===== config.mk =====
export PLATFORM = sky130hd
export DESIGN_NAME = mips_cpu_pc_branch_unit
export DESIGN_NICKNAME = d
export VERILOG_FILES = /design/src/rtl/mips_cpu_pkg.sv /design/src/rtl/mips_cpu_branch_cond.sv /design/src/rtl/mips_cpu_pc_branch_unit.sv
export SDC_FILE = /design/constraint.sdc
export NUM_CORES = 1
export LEC_CHECK = 0
export CAP_MARGIN = 20
export CORE_UTILIZATION = 51
export DETAILED_ROUTE_END_ITERATION = 6
export PLACE_DENSITY = 0.82
export SETUP_SLACK_MARGIN = 0.2
export SKIP_CTS_REPAIR_TIMING = 1
export SYNTH_ARGS = -nofsm -noshare
export SYNTH_HDL_FRONTEND = slang
export SYNTH_HIERARCHICAL = 1
export SYNTH_SLANG_ARGS = --single-unit

===== constraint.sdc =====
create_clock -name clk -period 4.3 [get_ports clk]
set_input_delay 0.645 -clock clk [delete_from_list [all_inputs] [get_ports clk]]
set_output_delay 0.645 -clock clk [all_outputs]
set_load 0.05 [all_outputs]

===== src/rtl/mips_cpu_pkg.sv =====
// Shared MIPS-I control-flow encodings and the PC sequencer state type.
package mips_cpu_pkg;

  localparam logic [5:0] OP_SPECIAL = 6'h00;
  localparam logic [5:0] OP_REGIMM  = 6'h01;
  localparam logic [5:0] OP_J       = 6'h02;
  localparam logic [5:0] OP_JAL     = 6'h03;
  localparam logic [5:0] OP_BEQ     = 6'h04;
  localparam logic [5:0] OP_BNE     = 6'h05;
  localparam logic [5:0] OP_BLEZ    = 6'h06;
  localparam logic [5:0] OP_BGTZ    = 6'h07;

  localparam logic [5:0] FUNCT_JR   = 6'h08;
  localparam logic [5:0] FUNCT_JALR = 6'h09;

  localparam logic [4:0] RT_BLTZ    = 5'h00;
  localparam logic [4:0] RT_BGEZ    = 5'h01;
  localparam logic [4:0] RT_BLTZAL  = 5'h10;
  localparam logic [4:0] RT_BGEZAL  = 5'h11;

  typedef enum logic [1:0] {PC_RUN, PC_DSLOT, PC_HALT} pc_state_t;

  // REGIMM encodings outside these four rt values behave as no-ops.
  function automatic logic is_regimm_branch(input logic [4:0] rt_field);
    return (rt_field == RT_BLTZ)   || (rt_field == RT_BGEZ) ||
           (rt_field == RT_BLTZAL) || (rt_field == RT_BGEZAL);
  endfunction

endpackage


===== src/rtl/mips_cpu_branch_cond.sv =====
// Combinational branch-condition evaluator for the conditional MIPS-I branches.
module mips_cpu_branch_cond
  import mips_cpu_pkg::*;
(
  input  logic [5:0]  i_opcode,
  input  logic [4:0]  i_rt_field,
  input  logic [31:0] i_rs_data,
  input  logic [31:0] i_rt_data,
  output logic        o_taken
);

  logic w_rs_neg;
  logic w_rs_zero;

  assign w_rs_neg  = i_rs_data[31];
  assign w_rs_zero = (i_rs_data == 32'd0);

  always_comb begin
    o_taken = 1'b0;
    case (i_opcode)
      OP_BEQ:  o_taken = (i_rs_data == i_rt_data);
      OP_BNE:  o_taken = (i_rs_data != i_rt_data);
      OP_BLEZ: o_taken = w_rs_neg | w_rs_zero;
      OP_BGTZ: o_taken = ~w_rs_neg & ~w_rs_zero;
      OP_REGIMM: begin
        case (i_rt_field)
          RT_BLTZ, RT_BLTZAL: o_taken = w_rs_neg;
          RT_BGEZ, RT_BGEZAL: o_taken = ~w_rs_neg;
          default:            o_taken = 1'b0;
        endcase
      end
      default: o_taken = 1'b0;
    endcase
  end

endmodule


===== src/rtl/mips_cpu_pc_branch_unit.sv =====
// PC register and control-flow sequencer: one architectural delay slot,
// link-register writes, and a halt when control transfers to HALT_ADDR.
module mips_cpu_pc_branch_unit
  import mips_cpu_pkg::*;
#(
  parameter logic [31:0] RESET_VECTOR = 32'hBFC00000,
  parameter logic [31:0] HALT_ADDR    = 32'h00000000,
  parameter logic [4:0]  LINK_REG     = 5'd31
) (
  input  logic        clk,
  input  logic        reset,
  input  logic        clk_enable,
  input  logic [31:0] instr,
  input  logic [31:0] rs_data,
  input  logic [31:0] rt_data,
  output logic [31:0] pc,
  output logic        active,
  output logic        in_delay_slot,
  output logic        link_en,
  output logic [4:0]  link_reg,
  output logic [31:0] link_data,
  output logic        ds_branch_err
);

  pc_state_t   r_state;
  logic [31:0] r_pc;
  logic [31:0] r_target;
  logic        r_active;
  logic        r_in_dslot;

  logic [5:0]  w_opcode;
  logic [4:0]  w_rt_field;
  logic [4:0]  w_rd;
  logic [5:0]  w_funct;
  logic [15:0] w_imm;
  logic [25:0] w_idx;
  logic        w_is_jr;
  logic        w_is_jalr;
  logic        w_is_jump;
  logic        w_is_branch;
  logic        w_is_ctrl;
  logic        w_cond_taken;
  logic        w_taken;
  logic [31:0] w_pc_plus4;
  logic [31:0] w_br_offset;
  logic [31:0] w_target;

  assign w_opcode   = instr[31:26];
  assign w_rt_field = instr[20:16];
  assign w_rd       = instr[15:11];
  assign w_funct    = instr[5:0];
  assign w_imm      = instr[15:0];
  assign w_idx      = instr[25:0];

  assign w_is_jr     = (w_opcode == OP_SPECIAL) && (w_funct == FUNCT_JR);
  assign w_is_jalr   = (w_opcode == OP_SPECIAL) && (w_funct == FUNCT_JALR);
  assign w_is_jump   = (w_opcode == OP_J) || (w_opcode == OP_JAL);
  assign w_is_branch = (w_opcode == OP_BEQ)  || (w_opcode == OP_BNE)  ||
                       (w_opcode == OP_BLEZ) || (w_opcode == OP_BGTZ) ||
                       ((w_opcode == OP_REGIMM) && is_regimm_branch(w_rt_field));
  assign w_is_ctrl   = w_is_branch | w_is_jump | w_is_jr | w_is_jalr;

  mips_cpu_branch_cond u_branch_cond (
    .i_opcode   (w_opcode),
    .i_rt_field (w_rt_field),
    .i_rs_data  (rs_data),
    .i_rt_data  (rt_data),
    .o_taken    (w_cond_taken)
  );

  assign w_taken = w_is_jump | w_is_jr | w_is_jalr | (w_is_branch & w_cond_taken);

  assign w_pc_plus4  = r_pc + 32'd4;
  assign w_br_offset = {{14{w_imm[15]}}, w_imm, 2'b00};

  // Register jumps keep rs_data's low bits so misaligned targets surface downstream.
  always_comb begin
    w_target = w_pc_plus4 + w_br_offset;
    if (w_is_jump) begin
      w_target = {w_pc_plus4[31:28], w_idx, 2'b00};
    end else if (w_is_jr || w_is_jalr) begin
      w_target = rs_data;
    end
  end

  always_ff @(posedge clk) begin
    if (reset) begin
      r_state    <= PC_RUN;
      r_pc       <= RESET_VECTOR;
      r_target   <= 32'd0;
      r_active   <= 1'b1;
      r_in_dslot <= 1'b0;
    end else if (clk_enable && r_active) begin
      case (r_state)
        PC_RUN: begin
          r_pc <= w_pc_plus4;
          if (w_taken) begin
            r_target   <= w_target;
            r_state    <= PC_DSLOT;
            r_in_dslot <= 1'b1;
          end
        end
        // Any control instruction sitting in the slot is ignored here.
        PC_DSLOT: begin
          r_pc       <= r_target;
          r_in_dslot <= 1'b0;
          if (r_target == HALT_ADDR) begin
            r_state  <= PC_HALT;
            r_active <= 1'b0;
          end else begin
            r_state  <= PC_RUN;
          end
        end
        default: begin
          r_state <= PC_HALT;
        end
      endcase
    end
  end

  assign pc            = r_pc;
  assign active        = r_active;
  assign in_delay_slot = r_in_dslot;

  assign link_en   = (w_opcode == OP_JAL) ||
                     (w_is_jalr && (w_rd != 5'd0)) ||
                     ((w_opcode == OP_REGIMM) &&
                      ((w_rt_field == RT_BLTZAL) || (w_rt_field == RT_BGEZAL)));
  assign link_reg  = w_is_jalr ? w_rd : LINK_REG;
  assign link_data = r_pc + 32'd8;

  assign ds_branch_err = r_in_dslot & w_is_ctrl;

endmodule


==> results of run 1 <==
-- critical path: stages, from the launching register on --
cell and delay (ns):
dfxtp_2 0.38, ha_2 0.25, nand4_1 0.19, nor3_4 0.37, nand4_1 0.27, nor2_2 0.22
xor2_1 0.28, ha_1 0.30, a21oi_1 0.23, o21bai_1 0.11, a21oi_1 0.19, nand2_1 0.09
a2111oi_1 0.40, o21ai_0 0.16, a21o_1 0.19, a32o_1 0.24
-- flip-flops by register name, summed over array words and instances, names as in the netlist --
signal	flops
pc	32
r_state	2
active	1
r_target	32
in_delay_slot	1
-- kinds of logic after synthesis --
family / synth area share [%]
and+or+nand+nor: 27.85
AOI/OAI and AO/OA: 24.10
xor gates and xnor gates: 14.19
buffers and inverters: 5.457
DFF: 19.79
adders and majority gates: 7.021
muxes: 1.601
-- path summary, 6_finish.rpt --
kind,end,slack [ns],cells after the start
setup / recovery,r_target[31],0.31,15
hold / removal,r_target[6],0.47,2
setup reg to reg,r_target[31],0.31,15
hold reg to reg,r_target[6],0.47,2
-- cells in the final DEF (no fill, tap or decap), types with 6 or more instances in the layout --
master,synthesis,layout
a31oi_1,11,11
o221ai_1,6,6
o21bai_1,7,7
o211ai_1,23,23
inv_1,19,19
nor3_1,22,21
nor2_1,84,81
nand2b_1,18,18
clkdlybuf4s50_1,0,164
nand4_1,29,29
ha_1,37,33
o22ai_1,17,17
o31ai_1,6,6
and3_1,8,8
clkbuf_16,0,9
nand2_1,107,107
nor4_1,23,22
or2_2,7,7
xnor2_1,77,73
buf_4,5,51
mux2i_1,11,11
o21ai_0,36,35
nand3_1,30,30
a21oi_1,87,86
dfxtp_1,68,60
a21o_1,17,17
dfxtp_2,0,7
a211oi_1,9,9
xor2_1,30,29
-- through the flow --
step / setup WS (ns) / instances / hold slack [ns]
6_report: 0.3129 / 1288 / 0.4730
5_1_grt: 0.1321 / 1288 / 0.4976
4_1_cts: 0.2881 / 1284 / 0.4703
3_5_place_dp: 0.1152 / 1269 / 0.4626
3_3_place_gp: 0.1657 / 1269 / 0.4584
2_1_floorplan: 0.2111 / 943 / 0.4399
-- where the power goes --
part           internal, mW  switching (mW)
clock                 0.502           0.284
sequential            0.636         0.00916
combinational         0.210           0.244
total                  1.35           0.538
-- cell type report --
| cell class | instances | share of cell area (%) |
|---|---|---|
| well taps | 176 | 2.372 |
| clock buffers | 10 | 2.466 |
| repair buffers | 221 | 22.53 |
| multi-input cells | 789 | 56.23 |
| clock inverters | 5 | 0.8355 |
| inverters | 19 | 0.7681 |
| flip-flops and latches | 68 | 14.80 |
-- metal layers --
layer  share of wire (%)  track usage (%)
met1                  39            44.77
met4                 6.0            21.71
met2                  46            57.46
met3                 9.0            8.494
met5                   0                0
==> flow_summary.json, run 1 <==
{
  "ios": 172,
  "yosysSeqAreaShare_pct": 19.79,
  "crit_start": "pc[3]",
  "outcome": "complete, but fails checks",
  "h-tree-depth": 3,
  "async_flop_share_pct": 0,
  "min_from": "r_target[6]",
  "avgSynthCellArea_um2": 7.295,
  "seq_area_um2": 1374,
  "ctsRootBufferMaster": "clkbuf_16",
  "drv_cap": 0,
  "antenna_found_initial": 0,
  "power_density_nw_per_um2": 203.2,
  "hpwl_um": 20080,
  "start_kind": "register",
  "synth_seq_cells": 68,
  "cts_sinks": 68,
  "die_area_um2": 13960,
  "drt_iter0_drc": 755,
  "violations": "DRC",
  "fin_util_pct": 70.39,
  "crit_type": "register to register",
  "first_pass_iters": 7,
  "area_growth_pct": 34.98,
  "globalRouteOverflowTotal": 0,
  "worstPathMaxFanout": 7,
  "multiInputGateArea_um2": 5221,
  "maxSlewViolCount": 0,
  "gp_congestion": 0.9986,
  "min_path_type": "register to register",
  "design.core.area_um2": 13190,
  "synthTopCellsByCount": "107 x nand2_1, 87 x a21oi_1, 84 x nor2_1, 77 x xnor2_1, 68 x dfxtp_1",
  "num_rows": 42,
  "die_x_um": 118.1,
  "die_h_um": 118.1,
  "synthDistinctLibCells": 75,
  "yosys.area.top_type": "dfxtp_1",
  "synthCells": 943,
  "grt.total_usage_pct": 36.31,
  "clk-insertion-delay-late_ns": 0.34,
  "initial_core_util_pct": 52.15,
  "drc": 1,
  "tns_ns": 0,
  "crit_required_ns": 4.53,
  "routed_wl_um": 25790,
  "grt_max_degree": 43,
  "syn_area_um2": 6879,
  "clk_path_buf_depth": 2,
  "placed_area_um2": 8862,
  "fin_crit_sh_pct": 92.72,
  "final_cell_area_um2": 9285,
  "yosys_warnings": 6,
  "synth_top_flop_cell": "dfxtp_1",
  "p_leak_nw": 3.576,
  "wire_per_inst_um": 20.02,
  "r2r-start": "pc[3]",
  "via_per_inst": 6.231,
  "synth_top_cell_area_share_pct": 19.79,
  "finClkSkew_ns": 0.004401,
  "crit_path_end_kind": "register",
  "cts_tree": "built",
  "cp_data_arrival_time_ns": 4.21,
  "grt_pass1_wl_um": 39210,
  "io_buffer_count": 171,
  "grt_setup_unrepaired": "true",
  "max_freq_mhz": 250.8,
  "grt_pass1_vias": 7386,
  "max-slew-margin-rel_pct": 39.98,
  "drive_above_1_share_pct": 10.25,
  "fill_cells": 1132,
  "cts_buffers": 9,
  "ir_worst_vdd_mv": 0.2747,
  "synth_nets": 1080,
  "clk_pin_slew_ns": 0.05,
  "power_mw": 1.886,
  "synth-edff-count": 0,
  "diodes": 0,
  "setup_viol_count_final": 0,
  "finalCriticalPeriod_ns": 3.987,
  "num-nets-final": 1245,
  "synth_most_common_cell": "nand2_1",
  "ys_top_cells_by_area": "dfxtp_1 20%, xnor2_1 9.8%, ha_1 6.7%",
  "hold_viol_final": 0,
  "worst_pin_slew_ns": 0.8969,
  "vias": 8025,
  "ant_nets": 0
}
No activity file was read; power rests on OpenSTA's default activity.
==> run 2: changes to the inputs <==
PLACE_DENSITY = 0.86   (was 0.82)
==> run 2 against run 1 <==
Net effect:
- the run now ends clean
- cell area fell by 0.67%
- power shrank 4.4%
- first-iteration DRC count increased by 52%
- critical path type unchanged
- highest routed layer unchanged
==> flow_summary.json, run 2 (synthesis gave the netlist of run 1 again) <==
{
  "clk_pin_slew_ns": 0.06,
  "initial_core_util_pct": 52.15,
  "maxSlewViolCount": 0,
  "grt.total_usage_pct": 37.27,
  "fin_util_pct": 69.92,
  "area_growth_pct": 34.07,
  "finalCriticalPeriod_ns": 4.147,
  "hold_viol_final": 0,
  "via_per_inst": 6.364,
  "rr_worst_depth": 15,
  "dp_cells": 1264,
  "design.core.area_um2": 13190,
  "io_buffer_count": 171,
  "crit_type": "register to register",
  "num-nets-final": 1241,
  "gp_congestion": 1.030,
  "drt_iter0_drc": 1148,
  "cp-endpoint": "r_target[31]",
  "ctsRootBufferMaster": "clkbuf_16",
  "worst_pin_slew_ns": 0.8235,
  "grt_setup_unrepaired": "true",
  "cts_buffers": 9,
  "worstHoldPathCells": 2,
  "power_density_nw_per_um2": 195.5,
  "ios": 172,
  "start_kind": "register",
  "layout_common_cells": "164 x clkdlybuf4s50_1, 107 x nand2_1, 84 x a21oi_1",
  "num_rows": 42,
  "grt_pass1_vias": 7515,
  "drive_above_1_share_pct": 9.919,
  "crit_required_ns": 4.53,
  "drc": 0,
  "grt_max_degree": 43,
  "diodes": 0,
  "antenna_found_initial": 0,
  "finClkSkew_ns": 0.005048,
  "mostFrequentLayoutCell": "clkdlybuf4s50_1",
  "max_freq_mhz": 241.2,
  "cts_tree": "built",
  "clk_path_buf_depth": 2,
  "ant_nets": 0,
  "ir_worst_vdd_mv": 0.1678,
  "routed_wl_um": 26570,
  "die_x_um": 118.1,
  "min_path_type": "register to register",
  "first_pass_iters": 6,
  "cp_data_arrival_time_ns": 4.38,
  "clk-insertion-delay-late_ns": 0.34,
  "fin_crit_sh_pct": 96.44,
  "hpwl_um": 20270,
  "reg2reg_to": "r_target[31]",
  "whs_ns": 0.4708,
  "rrSetupSlack_ns": 0.15,
  "placed_area_um2": 8825,
  "vias": 8178,
  "drv_cap": 0,
  "final_cell_area_um2": 9223,
  "grt_pass1_wl_um": 40780,
  "max-slew-margin-rel_pct": 44.90,
  "die_area_um2": 13960,
  "outcome": "complete, no violations",
  "p_leak_nw": 3.550,
  "crit_path_end_kind": "register",
  "setup_viol_count_final": 0,
  "r2r-start": "pc[3]",
  "h-tree-depth": 3,
  "worstPathMaxFanout": 8,
  "final_cell_count_no_fill": 1285,
  "globalRouteOverflowTotal": 0,
  "die_h_um": 118.1,
  "crit_start": "pc[3]",
  "wire_per_inst_um": 20.67,
  "cts_sinks": 68
}
## run 2: worst min path at each step
stage	from	end	slack [ns]
final	r_target[5]	r_target[5]	0.47
after global routing	r_target[5]	r_target[5]	0.50
after CTS	r_target[5]	r_target[5]	0.47
after detailed placement	r_target[5]	r_target[5]	0.46
after global placement	r_target[5]	r_target[5]	0.46
after floorplan	r_target[14]	r_target[14]	0.44
## run 2: per-stage QoR
stage	setup TNS (ns)	setup slack (ns)	total power, mW
2_1_floorplan	0	0.2111	0.8901
3_3_place_gp	0	0.04739	1.098
3_5_place_dp	0	0.02107	1.100
4_1_cts	-0.008519	-0.008519	1.787
5_1_grt	-0.01628	-0.01628	1.863
6_report	0	0.1533	1.803
## run 2: power breakdown
part,internal [mW],switching (mW)
sequential,0.636,0.00971
combinational,0.210,0.247
clock,0.405,0.295
## run 2: final cells by class
cell class | count | area, um2
multi-input combinational | 789 | 5216
fill | 1104 | 3968
timing repair buffer | 217 | 2062
sequential | 68 | 1374
clock buffer | 10 | 239.0
tap | 176 | 220.2
inverter | 19 | 71.32
clock inverter | 6 | 40.04
## run 2: metal layers
metal	track usage [%]	up-vias	wire, um
met5	0	-	0
met1	47.48	3794	10490
met4	19.31	0	1305
li1	-	3753	-
met3	5.116	102	2344
met2	61.21	529	12430
## run 2: worst max-delay path, stage by stage, from the launching register on
cell	delay (ns)
dfxtp_2	0.39
ha_1	0.27
nand4_1	0.22
nor3_4	0.22
buf_4	0.19
nand2_1	0.13
xnor2_1	0.27
ha_2	0.39
a2111oi_1	0.40
o21ai_0	0.13
o21ai_0	0.10
o211ai_1	0.29
a2111oi_2	0.44
o21ai_0	0.15
a21o_1	0.19
a32o_1	0.24
==> edit, RTL diff (settings of run 2) <==
Re-encode `pc_state_t` (3 states) as one-hot, 3 bits wide.
--- a/src/rtl/mips_cpu_pkg.sv
+++ b/src/rtl/mips_cpu_pkg.sv
@@ -20,3 +20,3 @@
 
-  typedef enum logic [1:0] {PC_RUN, PC_DSLOT, PC_HALT} pc_state_t;
+  typedef enum logic [2:0] {PC_RUN = 3'b001, PC_DSLOT = 3'b010, PC_HALT = 3'b100} pc_state_t;
 
Function: same outputs for any inputs over 4 cycles, from zero or initial values and one cycle with reset high; so few cycles prove little.
==> edit against run 2 <==
Die area increased by 0.36%. Cell count increased by 0.47%. Total power increased by 21%. Sequential cell count increased by 1. Utilization decreased by 0.99 points. Largest power group unchanged. Largest cell class unchanged. Highest routed layer unchanged. Worst setup slack improved by 240 ps. Critical path depth increased by 2. Count of clock-buffer cells in the layout unchanged. Synthesized area increased by 0.36%. Cell area decreased by 1.0%. Sequential share of layout area increased by 0.30 points. Wire length decreased by 4.5%.
==> edit: results (changes against run 2) <==
* Status: complete, no violations
* Slew of the pin with the lowest slew margin at 733 ps (-91.0 ps)
* Antenna cells at 0 (unchanged)
* Mux cell area share after synthesis at 0.870% (-0.73 points)
* CTS clk-pin slew, worst paths at 60 ps (about the same)
* Number of H-tree levels at 3 (unchanged)
* DR iter-0 viols at 829 (-28%)
* Longest Clk Path Bufs at 2 (unchanged)
* WP data arrival at 4130 ps (-250 ps)
* Slowest CP cell: a2111oi_2
* Cell family with most CP delay: compound AO/OA/AOI/OAI gates
* VDD IR-drop max at 0.239 mV (+42%)
* Crit Path Max Fanout at 8 (unchanged)
* Adder-Cell Fraction of Synth Area at 7.00% (-0.025 points)
* Skew-Pair Late Insertion Delay at 340 ps (about the same)
* Most common library cells after synthesis: nor2_1 (121), nand2_1 (114), a21oi_1 (98)
* Mapped Avg Cell Area at 7.18 µm² (-1.5%)
* CTS root buf: clkbuf_16
* Synth cell types at 77 (+2.7%)
* Routed Wire Length at 25400 µm (-4.5%)
* Share of cells above drive strength 1 at 9.42% (-0.50 points)
* Ranking of synthesized cells by area: dfxtp_1 (20%), xnor2_1 (10%), a21oi_1 (7.1%)
* Largest net degree at the start of global routing at 54 (+26%)
* PortBufs at 171 (unchanged)
* Seq/Total Area, Yosys at 20.0% (+0.22 points)
* First-pass GRT wire length at 39300 µm (-3.7%)
* Initial antenna violation count at 0 (unchanged)
* Leakage at 0.00351 µW (-1.0%)
* 1st-pass router iterations at 7 (+1)
* Synth Area in Compound Gates at 22.2% (-1.9 points)
* Yosys Warn Count at 6 (unchanged)
* Placement Setup Slack at 89.0 ps (+68.0 ps)
* Clock Skews at 4.57 ps (-0.481 ps)
* CTS buffer count at 9 (unchanged)
* Async set-reset flop share out of synthesis at 0% (unchanged)
* Vias in the first global route at 7383 (-1.8%)
* Via count at 8045 (-1.6%)
* Post-detail-place hpwl at 20000 µm (-1.1%)
* Max incr delay on CP at 420 ps (-20 ps)
* Gpl congestion at 0.998 (-3.1%)
* Drt wl/cell at 19.6 µm (-5.0%)
* Worst min path class: flip-flop to flip-flop
* Syn_nets at 1098 (+1.7%)
* Xor and xnor area share after synthesis at 14.3% (+0.15 points)
* Cell count after placement at 1276 (+0.95%)
* Gr usage total at 35.6% (-1.7 points)
* Nets at 1248 (+0.56%)
==> edit: changes by cell type after synthesis, moves of 7 or more <==
cell      change
nor3_1        +9
nor2_1       +37
o22ai_1       -9
a21oi_1      +11
nand2b_1     -15
inv_1        -10
nand2_1       +7
==> edit: where the power goes <==
| part | leakage, µW | internal [µW] | switching, µW |
|---|---|---|---|
| registers | 0.000560 | 656 | 27.3 |
| clock network | 0.000155 | 522 | 296 |
| logic | 0.00280 | 288 | 384 |
==> edit: path summary, 6_finish.rpt <==
path / start / to / slack, ps / cells after the start
setup reg to reg: pc[4]$_SDFFE_PP0P_ / r_target[31]$_SDFFE_PP0P_ / 400 / 17
hold reg to reg: active$_SDFFE_PP1P_ / active$_SDFFE_PP1P_ / 460 / 2
hold / removal: active$_SDFFE_PP1P_ / active$_SDFFE_PP1P_ / 460 / 2
setup / recovery: pc[4]$_SDFFE_PP0P_ / r_target[31]$_SDFFE_PP0P_ / 400 / 17
==> edit: layer usage <==
metal / share of wire [%] / GRT usage (%) / vias to the layer above
li1: - / - / 3780
met1: 40 / 47.3 / 3729
met2: 46 / 56.9 / 462
met3: 9.3 / 5.79 / 74
met4: 3.9 / 14.8 / 0
met5: 0 / 0 / -
==> edit: cells by family after synthesis <==
group,after synthesis
buffers and inverters,78
flip-flops,69
multiplexers,6
AND/OR/NAND/NOR,411
AO/OA/AOI/OAI,246
adder cells (fa/ha/maj),38
XOR/XNOR,113
==> edit: worst reg2reg max path, delay by kind of cell (launching register included) <==
family | cells | cell delay [ps]
DFF | 1 | 400
and+or+nand+nor | 7 | 1200
adders and majority gates | 2 | 550
AOI/OAI and AO/OA | 6 | 1380
xor gates and xnor gates | 2 | 260
==> edit: area by class of cell <==
class                      instances  area [µm²]
sequential                        69        1390
multi-input combinational        814        5170
timing repair buffer             207        1990
fill                            1166        4110
tap                              176         220
clock inverter                     5        85.1
inverter                          10        37.5
clock buffer                      10         239
==> edit: stage by stage <==
stage | power, µW | cell area [µm²] | hold WS [ps]
2_1_floorplan | 1090 | 6910 | 439
3_3_place_gp | 1340 | 8740 | 453
3_5_place_dp | 1350 | 8740 | 452
4_1_cts | 2160 | 9060 | 464
5_1_grt | 2250 | 9130 | 490
6_report | 2170 | 9130 | 460
